## src/rtl/mem_pkg.sv

```systemverilog
// mem_pkg: shared encodings and the request legality check for the data-memory access unit
package mem_pkg;
  localparam int DEPTH_DEF = 1024;
  localparam logic [1:0] SZ_BYTE = 2'b00;
  localparam logic [1:0] SZ_HALF = 2'b01;
  localparam logic [1:0] SZ_WORD = 2'b10;
  localparam logic [1:0] SZ_BAD = 2'b11;
  localparam logic [1:0] ST_IDLE = 2'd0;
  localparam logic [1:0] ST_READ = 2'd1;
  localparam logic [1:0] ST_WRITE = 2'd2;
  localparam logic [1:0] ST_RESP = 2'd3;
  localparam logic MEM_WRITE = 1'b0;
  localparam logic MEM_READ = 1'b1;
  typedef struct packed {
    logic we;
    logic [1:0] size;
    logic sgn;
    logic [1:0] lane;
    logic [31:0] wdata;
  } req_t;
  function automatic logic req_err(input logic [1:0] size, input logic [31:0] addr, input int unsigned depth);
    return size == SZ_BAD || (size == SZ_HALF && addr[0]) || (size == SZ_WORD && addr[1:0] != 2'b00) ||
           {2'b00, addr[31:2]} >= depth;
  endfunction
endpackage

```

## src/rtl/mem_access_unit_lane_align.sv

```systemverilog
// lane_align: little-endian load extraction/extension and sub-word store merge
module lane_align
  import mem_pkg::*;
(
  input  logic [31:0] word,
  input  logic [1:0]  lane,
  input  logic [1:0]  size,
  input  logic        sgn,
  input  logic [31:0] wdata,
  output logic [31:0] ld_data,
  output logic [31:0] st_word
);
  logic [4:0] sh;
  logic [7:0] b;
  logic [15:0] h;
  logic [31:0] mask;
  // aligned stores have lane bits zero, so one shift serves byte, half and word
  always_comb begin
    sh = {lane, 3'b000};
    b = 8'(word >> sh);
    h = lane[1] ? word[31:16] : word[15:0];
    ld_data = size == SZ_BYTE ? {{24{sgn & b[7]}}, b} : size == SZ_HALF ? {{16{sgn & h[15]}}, h} : word;
    mask = size == SZ_BYTE ? 32'hFF << sh : size == SZ_HALF ? (lane[1] ? 32'hFFFF_0000 : 32'h0000_FFFF) : 32'hFFFF_FFFF;
    st_word = (word & ~mask) | ((wdata << sh) & mask);
  end
endmodule

```

## src/rtl/mem_access_unit.sv

```systemverilog
// mem_access_unit: sequences byte-addressed load/store requests into word-memory cycles
module mem_access_unit
  import mem_pkg::*;
#(
  parameter int DEPTH = DEPTH_DEF,
  parameter int WAIT_CYCLES = 0
) (
  input  logic        clk,
  input  logic        rst_n,
  input  logic        req_valid,
  output logic        req_ready,
  input  logic        req_we,
  input  logic [1:0]  req_size,
  input  logic        req_signed,
  input  logic [31:0] req_addr,
  input  logic [31:0] req_wdata,
  output logic        resp_valid,
  input  logic        resp_ready,
  output logic [31:0] resp_rdata,
  output logic        resp_err,
  output logic [31:0] mem_address,
  output logic [31:0] mem_data_in,
  output logic        mem_rw_enable,
  output logic        mem_enable,
  input  logic [31:0] mem_data_out
);
  localparam int CW = WAIT_CYCLES > 0 ? $clog2(WAIT_CYCLES + 1) : 1;
  logic [1:0] state, nxt;
  logic [CW-1:0] wcnt;
  logic last, bad;
  logic [31:0] ld_data, st_word;
  req_t r;
  lane_align u_lane (
    .word(mem_data_out),
    .lane(r.lane),
    .size(r.size),
    .sgn(r.sgn),
    .wdata(r.wdata),
    .ld_data(ld_data),
    .st_word(st_word)
  );
  // next state; memory phases end when the wait counter reaches its limit
  always_comb begin
    last = wcnt == CW'(WAIT_CYCLES);
    bad = req_err(req_size, req_addr, DEPTH);
    nxt = state == ST_IDLE ? (req_valid ? (bad ? ST_RESP : (req_we && req_size == SZ_WORD) ? ST_WRITE : ST_READ) : ST_IDLE) :
          state == ST_READ ? (last ? (r.we ? ST_WRITE : ST_RESP) : ST_READ) :
          state == ST_WRITE ? (last ? ST_RESP : ST_WRITE) :
          (resp_ready ? ST_IDLE : ST_RESP);
  end
  // all outputs are registered from the next state so they line up with the state they describe
  always_ff @(posedge clk or negedge rst_n) begin
    if (!rst_n) begin
      state <= ST_IDLE;
      wcnt <= '0;
      r <= '0;
      req_ready <= 1'b1;
      resp_valid <= 1'b0;
      resp_rdata <= '0;
      resp_err <= 1'b0;
      mem_enable <= 1'b0;
      mem_rw_enable <= MEM_READ;
      mem_address <= '0;
      mem_data_in <= '0;
    end else begin
      state <= nxt;
      wcnt <= nxt != state ? '0 : last ? wcnt : wcnt + 1'b1;
      req_ready <= nxt == ST_IDLE;
      resp_valid <= nxt == ST_RESP;
      mem_enable <= nxt == ST_READ || nxt == ST_WRITE;
      mem_rw_enable <= nxt == ST_WRITE ? MEM_WRITE : MEM_READ;
      if (state == ST_IDLE && req_valid) begin
        r <= '{we: req_we, size: req_size, sgn: req_signed, lane: req_addr[1:0], wdata: req_wdata};
        mem_address <= {2'b00, req_addr[31:2]};
      end
      if (nxt == ST_WRITE && state != ST_WRITE)
        mem_data_in <= state == ST_IDLE ? req_wdata : st_word;
      if (nxt == ST_RESP && state != ST_RESP) begin
        resp_err <= state == ST_IDLE;
        resp_rdata <= state == ST_READ ? ld_data : '0;
      end
    end
  end
endmodule
```

## config.mk

```make
export PLATFORM = sky130hd
export DESIGN_NAME = mem_access_unit
export DESIGN_NICKNAME = d
export VERILOG_FILES = /design/src/rtl/mem_pkg.sv /design/src/rtl/mem_access_unit_lane_align.sv /design/src/rtl/mem_access_unit.sv
export SDC_FILE = /design/constraint.sdc
export NUM_CORES = 1
export LEC_CHECK = 0
export CAP_MARGIN = 20
export CORE_UTILIZATION = 45
export CTS_CLUSTER_DIAMETER = 40
export DETAILED_ROUTE_END_ITERATION = 10
export PLACE_DENSITY = 0.77
export SKIP_CTS_REPAIR_TIMING = 1
export SYNTH_ARGS = -nofsm -noshare
export SYNTH_HDL_FRONTEND = slang
export SYNTH_SLANG_ARGS = --single-unit
```

## constraint.sdc

```tcl
create_clock -name clk -period 2.75 [get_ports clk]
set_clock_uncertainty 0.1 [all_clocks]
set_input_delay 0.4125 -clock clk [delete_from_list [all_inputs] [get_ports clk]]
set_output_delay 0.4125 -clock clk [all_outputs]
set_load 0.02 [all_outputs]
```

=== Word level (Yosys, flattened, before mapping) ===
Cells that the tools add are included.

* Logic and storage cells: 73
* Memories: 0
* Bits in latches: 0
* Bits in writable memories: 0
* Output and inout port bits: 101
* Bits in read-only memories: 0
* Input bits: 104
* Bits in registers: 140

* Multiplexer cells: 21
* Add/subtract/negate cells: 1
* $lt $le $gt $ge: 1
* Div/mod/pow operators: 0
* Bitwise gates (word level): 6
* Shift operators: 3
* Multiply operators: 0
* Reduce and logical (&&, ||, !) cells: 14
* Equality and inequality tests: 12

{| class="wikitable"
|+ Operators with widths
! kind !! count
|-
| $mux 32 || 7
|-
| $and 32x32->32 || 2
|-
| $not 32->32 || 1
|-
| $or 32x32->32 || 1
|-
| $shl 32x5->32 || 1
|-
| $shl 8x5->32 const A || 1
|-
| $shr 32x5->8 || 1
|-
| $ge 30x11->1 const B || 1
|-
| $mux 16 || 1
|-
| $mux 2 || 8
|-
| $eq 2x2->1 const B || 5
|-
| $eq 2x1->1 const B || 4
|-
| $logic_and 1x1->1 || 6
|-
| $logic_not 2->1 || 3
|-
| $mux 1 || 5
|-
| $logic_or 1x1->1 || 4
|-
| $ne 2x2->1 const B || 2
|-
| $and 1x1->1 || 2
|-
| $ne 2x2->1 || 1
|-
| $reduce_bool 2->1 || 1
|-
| $add 1x1->1 const B || 1
|}

=== Depth between registers and ports, before layout ===
* Word-level depth: 10
* Depth in mapped cells: 11

=== Cells and area by module ===
Synthesis repeated with hierarchy kept, for this count alone.

* Cells, all modules: 766
* Area, all modules: 7199.4 um2

{| class="wikitable"
|+ By module, submodules not included
! module !! instances !! cells each !! area each (um2) !! seq. area each (um2)
|-
| mem_access_unit || 1 || 541 || 5549.1 || 3480.8
|-
| lane_align || 1 || 225 || 1650.3 || 0.0
|}

=== Worst setup path before layout ===
OpenSTA, ideal clock, no wires.

* Kind: input to register
* Start: input req_addr[29]
* End: register mem_data_in[25]
* Path buffers: 2
* Arrival time: 2189 ps
* Path slack: 319 ps
* Cell stages on the path: 9
* Data required time: 2508 ps
* Library setup time: 142 ps
* Path through: nor4_1 nand4_1 o21ai_0 o21ai_0 ha_1 o21ai_0 buf_2 clkbuf_1 o2111ai_1

* Word-level cells in the longest chain between the ends: 7

{| class="wikitable"
|+ RTL lines
! what !! RTL line !! text
|-
| start: declaration || mem_access_unit.sv:15 || <nowiki>input logic [31:0] req_addr,</nowiki>
|-
| $ge 30x11->1 || mem_pkg.sv:23 || <nowiki>{2'b00, addr[31:2]} >= depth;</nowiki>
|-
| $logic_or 1x1->1 || mem_pkg.sv:22 || <nowiki>return size == SZ_BAD || (size == SZ_HALF && addr[0]) || (size == SZ_WORD && addr[1:0] != 2'b00) ||</nowiki>
|-
| $mux 2 (3 in series) || mem_access_unit.sv:46 || <nowiki>nxt = state == ST_IDLE ? (req_valid ? (bad ? ST_RESP : (req_we && req_size == SZ_WORD) ? ST_WRITE : ST_READ) : ...</nowiki>
|-
| named net nxt[1] || mem_access_unit.sv:28 || <nowiki>logic [1:0] state, nxt;</nowiki>
|-
| $eq 2x2->1 || mem_access_unit.sv:76 || <nowiki>if (nxt == ST_WRITE && state != ST_WRITE)</nowiki>
|-
| $logic_and 1x1->1 || mem_access_unit.sv:76 ||
|-
| end signal: assignment || mem_access_unit.sv:77 || <nowiki>mem_data_in <= state == ST_IDLE ? req_wdata : st_word;</nowiki>
|-
| end: declaration || mem_access_unit.sv:22 || <nowiki>output logic [31:0] mem_data_in,</nowiki>
|}

The timed path passes the listed nets, and every way through them passes these cells.
A chain may end at the register's enable or synchronous reset.

=== Worst setup path in the final report ===
* Start: input req_addr[13]
* End: register mem_data_in[28]

* Word-level cells in the longest chain between the ends: 7

{| class="wikitable"
|+ RTL lines
! what !! RTL line
|-
| $ge 30x11->1 || mem_pkg.sv:23
|-
| $logic_or 1x1->1 || mem_pkg.sv:22
|-
| $mux 2 (3 in series) || mem_access_unit.sv:46
|-
| $eq 2x2->1 || mem_access_unit.sv:76
|-
| $logic_and 1x1->1 || mem_access_unit.sv:76
|}

Every way passes these cells.

==> qor.yml <==
hpwl_um: 16150
clock-sinks: 139
use_met2_pct: 45.60
path_cells: "clkdlybuf4s50_1 > nor4_1 > buf_4 > nand3_1 > nor3_2 > o22a_1 > ha_1 > nand2_2 > o21bai_2 > a211o_1 > o2111ai_1"
critPathLaunchType: "input port"
status: "finished clean"
layout.nets: 1104
io_pins: 205
yosysWarnings: 0
numCtsBuffers: 17
p_total_uw: 12290
grt-busiest-layer: "met2"
synth_edf_count: 0
synth_ff_type: "dfrtp_1"
p_sw_share_pct: 40.91
placeableCoreArea_um2: 15200
synth.most_common_cell: "nand2_1"
dieArea_um2: 16030
cp_slowest_cell: "clkdlybuf4s50_1"
detailedRoute.firstPassIterationCount: 6
rows: 45
cts_tree: "built"
ys_top_cells_by_area: "dfrtp_1 49%, nand2_1 14%, mux2i_1 3.9%"
cp.arrival_ns: 2.85
leakagePower_uw: 0.004520
syn-instance-count: 782
dpl_cell_area_um2: 9376
portBuffers: 202
synth_seq_cells: 139
grt_max_degree: 73
power_density_nw_per_um2: 1219
maxSlewViolCount: 0
vias: 6801
clockRootBuffer: "clkbuf_16"
avgSynthCellArea_um2: 8.938
ant_nets: 0
grt_pass1_wl_um: 36060
grt.total_usage_pct: 29.41
overflow: 0
drive_gt1_share_pct: 10.69
path_buf_inv: 2
die_h_um: 126.6
seq_area_frac_synth_pct: 49.80
drc: 0
antenna_found_initial: 0
drt_iter0_drc: 665
area.growth.synth_to_final_pct: 44.22
cts_buffer_depth: 2
tightest_slew_ns: 0.7512
setup-violations-final: 0
use_met1_pct: 38.43
clk_pin_slew_ns: 0.06
cp_max_fo: 8
p_int_uw: 7261
clock_latency_ns: 0.43
p_sw_uw: 5028
clockPowerShare_pct: 20.4
seq_power_share_pct: 30.0
yosys.area.top_type: "dfrtp_1"
max_slew_margin_pct: 49.92
synth_cell_type_count: 57
drv_cap: 0
hp-class: "reg -> reg"
final_area_um2: 10080
htreeDepth: 4
rrSetupSlack_ns: 0.42
crit_path_end_kind: "flip-flop"
path_class: "in -> reg"
synthArstFlopShare_pct: 100.0
max_stage_delay_ns: 0.43
finalCritPeriodShare_pct: 94.74
die_w_um: 126.6
wire_per_inst_um: 18.96
netlist_area_um2: 6989
fin_crit_ns: 2.605
met3_usage_pct: 7.634
hold_violations: 0
required_ns: 2.99
netlist_top_cells_count: "262 x nand2_1, 137 x dfrtp_1, 35 x nor2_1, 30 x nor2b_1, 28 x o21ai_0"
ir_worst_vdd_mv: 0.5910
wirelength_um: 22710
initial_core_util_pct: 45.98
place_congestion: 0.8912
num_antenna_cells: 0
via_per_inst: 5.677
p_comb_share_pct: 49.6
cp_top_family: "compound AO/OA/AOI/OAI gates"
grt_pass1_vias: 6626
timing.fmax_mhz: 383.8
synth_top_area_share_pct: 49.05
[through the flow]
step	hold WS (ns)	TNS, ns	setup slack [ns]	cells	utilization [%]
2_1_floorplan	0.01691	0	0.3193	783	-
3_3_place_gp	0.3493	-12.55	-0.3808	1164	61.68
3_5_place_dp	0.3553	-17.23	-0.4908	1164	61.68
4_1_cts	-0.08002	-1.206	-0.1269	1196	65.92
5_1_grt	0.3945	-0.02819	-0.02239	1198	66.30
6_report	0.3705	0	0.1447	1198	66.30
[metal layers]
metal | wire, um | part of all wire (%)
met1 | 9266 | 41
met2 | 10330 | 45
met4 | 867 | 3.8
met5 | 0 | 0
met3 | 2242 | 9.9
[placed cells by master, fill, tap and decap left out, types with 17 or more instances in the layout]
master,n
nand2_1,260
clkdlybuf4s50_1,201
dfrtp_1,136
buf_4,42
nor2_1,34
nor2b_1,30
a21oi_1,27
mux2i_1,27
o21ai_0,25
clkbuf_16,17
[worst reg2reg max path, delay by kind of cell, from the launching register on]
| family | cells | cell delay, ns |
|---|---|---|
| muxes | 1 | 0.11 |
| AOI/OAI and AO/OA | 3 | 0.54 |
| adders and majority gates | 1 | 0.23 |
| and+or+nand+nor | 2 | 0.27 |
| DFF | 1 | 0.41 |
| buffers and inverters | 3 | 0.57 |
[power by group through the flow]
stage               logic [uW]  clock network [uW]  registers, uW
floorplan                 2990                   0           4140
global placement          5900                   0           3660
detailed placement        6030                   0           3670
CTS                       6050                2520           3670
global route              6580                2610           3780
finish                    6100                2500           3690
[logic make-up after synthesis]
kind of cell / count (synthesis) / share of synthesized area [%]
flip-flops: 139 / 49.80
AO/OA/AOI/OAI: 160 / 16.49
adder cells (fa/ha/maj): 3 / 0.5371
buffers and inverters: 71 / 5.174
AND/OR/NAND/NOR: 375 / 23.11
multiplexers: 33 / 4.833
other: 1 / 0.05365
[path summary, 6_finish.rpt]
check	start	to	cells past startpoint
max in group asynchronous	rst_n	mem_data_in[10]$_DFFE_PN0P_	3
min in group asynchronous	rst_n	mem_address[0]$_DFFE_PN0P_	2
min reg2reg	mem_address[5]$_DFFE_PN0P_	mem_address[5]$_DFFE_PN0P_	2
min	mem_address[5]$_DFFE_PN0P_	mem_address[5]$_DFFE_PN0P_	2
max reg2reg	state[0]$_DFF_PN0_	mem_data_in[22]$_DFFE_PN0P_	10
max	req_addr[13]	mem_data_in[28]$_DFFE_PN0P_	11
[flip-flops by register name (all words and copies together), names as in the netlist]
signal / cells
mem_address: 30
mem_data_in: 32
mem_enable: 1
mem_rw_enable: 1
r: 38
req_ready: 1
resp_err: 1
resp_rdata: 32
resp_valid: 1
state: 2
[cell type report]
cell class	count	area, um2
Fill cell	1215	5122
Clock inverter	13	191.4
Sequential cell	139	3482
Clock buffer	19	452.9
Inverter	16	60.06
Multi-Input combinational cell	573	3209
Tap cell	188	235.2
Timing Repair Buffer	250	2449
Note: power is estimated with default switching activity, not from simulation.
==> RTL change, RTL diff (same flow settings) <==
Reset style: synchronous (`rst_n`), changed in one clocked block.
--- a/src/rtl/mem_access_unit.sv
+++ b/src/rtl/mem_access_unit.sv
@@ -49,7 +49,7 @@
           (resp_ready ? ST_IDLE : ST_RESP);
   end
   // all outputs are registered from the next state so they line up with the state they describe
-  always_ff @(posedge clk or negedge rst_n) begin
+  always_ff @(posedge clk) begin
     if (!rst_n) begin
       state <= ST_IDLE;
       wcnt <= '0;
Formal check against the unedited RTL: differs if rst_n is asserted again (counterexample within 4 cycles, from zero or initial values and one cycle with rst_n low); with rst_n held inactive, the same outputs for 10 cycles.
==> RTL change against the original RTL <==
Synthesized area up 2.3%. Cell area shrank 2.3%. Register-to-register slack got worse by 0.13 ns. Wire length up 3.0%. Count of clock-buffer cells in the layout rose by 2. Synthesized cell count increased by 8.3%. Sequential cell count up 1. Setup slack better by 0.15 ns. Critical endpoint is now mem_data_in[21].
Power is not compared: it rests on default switching activity, and its combinational part moved more than twofold at a synthesized area within 25%.
==> RTL change: results (changes against the original RTL) <==
Critical path
  – Crit path arrival time: 2.71 ns (was 2.85 ns)
  – R2R setup slack: 0.29 ns (was 0.42 ns)
  – FF-to-FF End: mem_data_in[21] (was mem_data_in[22])
  – CP Launch Point: r[32] (was req_addr[13])
  – Worst r2r path cells: 4 (was 10)
  – Max incr delay on CP: 0.82 ns (was 0.43 ns)
  – Crit Path Max Fanout: 16 (was 8)

Outcome
  – Status: finished, final reports clean (unchanged)

Yosys
  – Post-synth cell types: 52 (was 57)
  – Mean Syn Cell Area: 8.438 sq um (was 8.938 sq um)
  – Dominant cells by area after synthesis: dfxtp_1 39%, nand2_1 11%, a21boi_0 7.6% (was dfrtp_1 49%, nand2_1 14%, mux2i_1 3.9%)
  – Post-synth top flop: dfxtp_1 (was dfrtp_1)
  – Post-synth top cells: 202 x nand2_1, 140 x dfxtp_1, 72 x a21boi_0 (was 262 x nand2_1, 137 x dfrtp_1, 35 x nor2_1)
  – Post-synthesis sequential area ratio: 39.22% (was 49.80%)

Cells and area
  – Layout cells sized above 1: 8.717% (was 10.69%)
  – # fillers: 1,310 (was 1,215)
  – Final-stage net count: 1,112 (was 1,104)

Global route
  – Total track usage: 29.05% (was 29.41%)
  – First-pass GRT wire length: 35,980 microns (was 36,060 microns)
  – Vias in the first global route: 6,645 (was 6,626)

Place
  – Worst slack, placed: 0.1191 ns (was -0.4908 ns)
  – DP HPWL: 16,520 microns (was 16,150 microns)
  – DP Area: 9245 sq um (was 9376 sq um)
  – Inst Count DP: 1,200 (was 1,164)
  – Gpl congestion: 0.8936 (was 0.8912)

Timing
  – Hold slack final: 0.3597 ns (was 0.3705 ns)
  – Max frequency: 406.7 MHz (was 383.8 MHz)
  – Tightest Pin Transition: 0.9654 ns (was 0.7512 ns)

Detailed routing
  – WL per Instance: 18.99 microns (was 18.96 microns)
  – Detailed-route wire length: 23,400 microns (was 22,710 microns)

Hold path
  – HP Start: resp_rdata[0] (was mem_address[5])
## RTL change: logic make-up (layout without fill, tap and decap cells)
logic type,after synthesis,count (layout),share of synthesized area (%)
AO/OA/AOI/OAI,251,251,25.56
AND/OR/NAND/NOR,306,306,19.33
other,1,3,0.05247
flip-flops,140,140,39.22
multiplexers,49,49,9.489
buffers and inverters,100,272,6.355
## RTL change: area by class of cell
| type | count | area, sq um | area share [%] |
|---|---|---|---|
| clock buffers | 21 | 460.4 | 4.675 |
| repair buffers | 222 | 2207 | 22.41 |
| flip-flops and latches | 140 | 2805 | 28.48 |
| multi-input cells | 609 | 3901 | 39.61 |
| inverters | 18 | 67.56 | 0.6861 |
| well taps | 211 | 264.0 | 2.681 |
| clock inverters | 11 | 142.6 | 1.448 |
## RTL change: routing by layer
metal / share of wire (%) / up-vias / track usage, %
li1: - / 3348 / -
met1: 41 / 3384 / 37.56
met3: 10 / 58 / 8.598
met4: 3.0 / 0 / 11.56
met2: 45 / 377 / 45.43
met5: 0 / - / 0
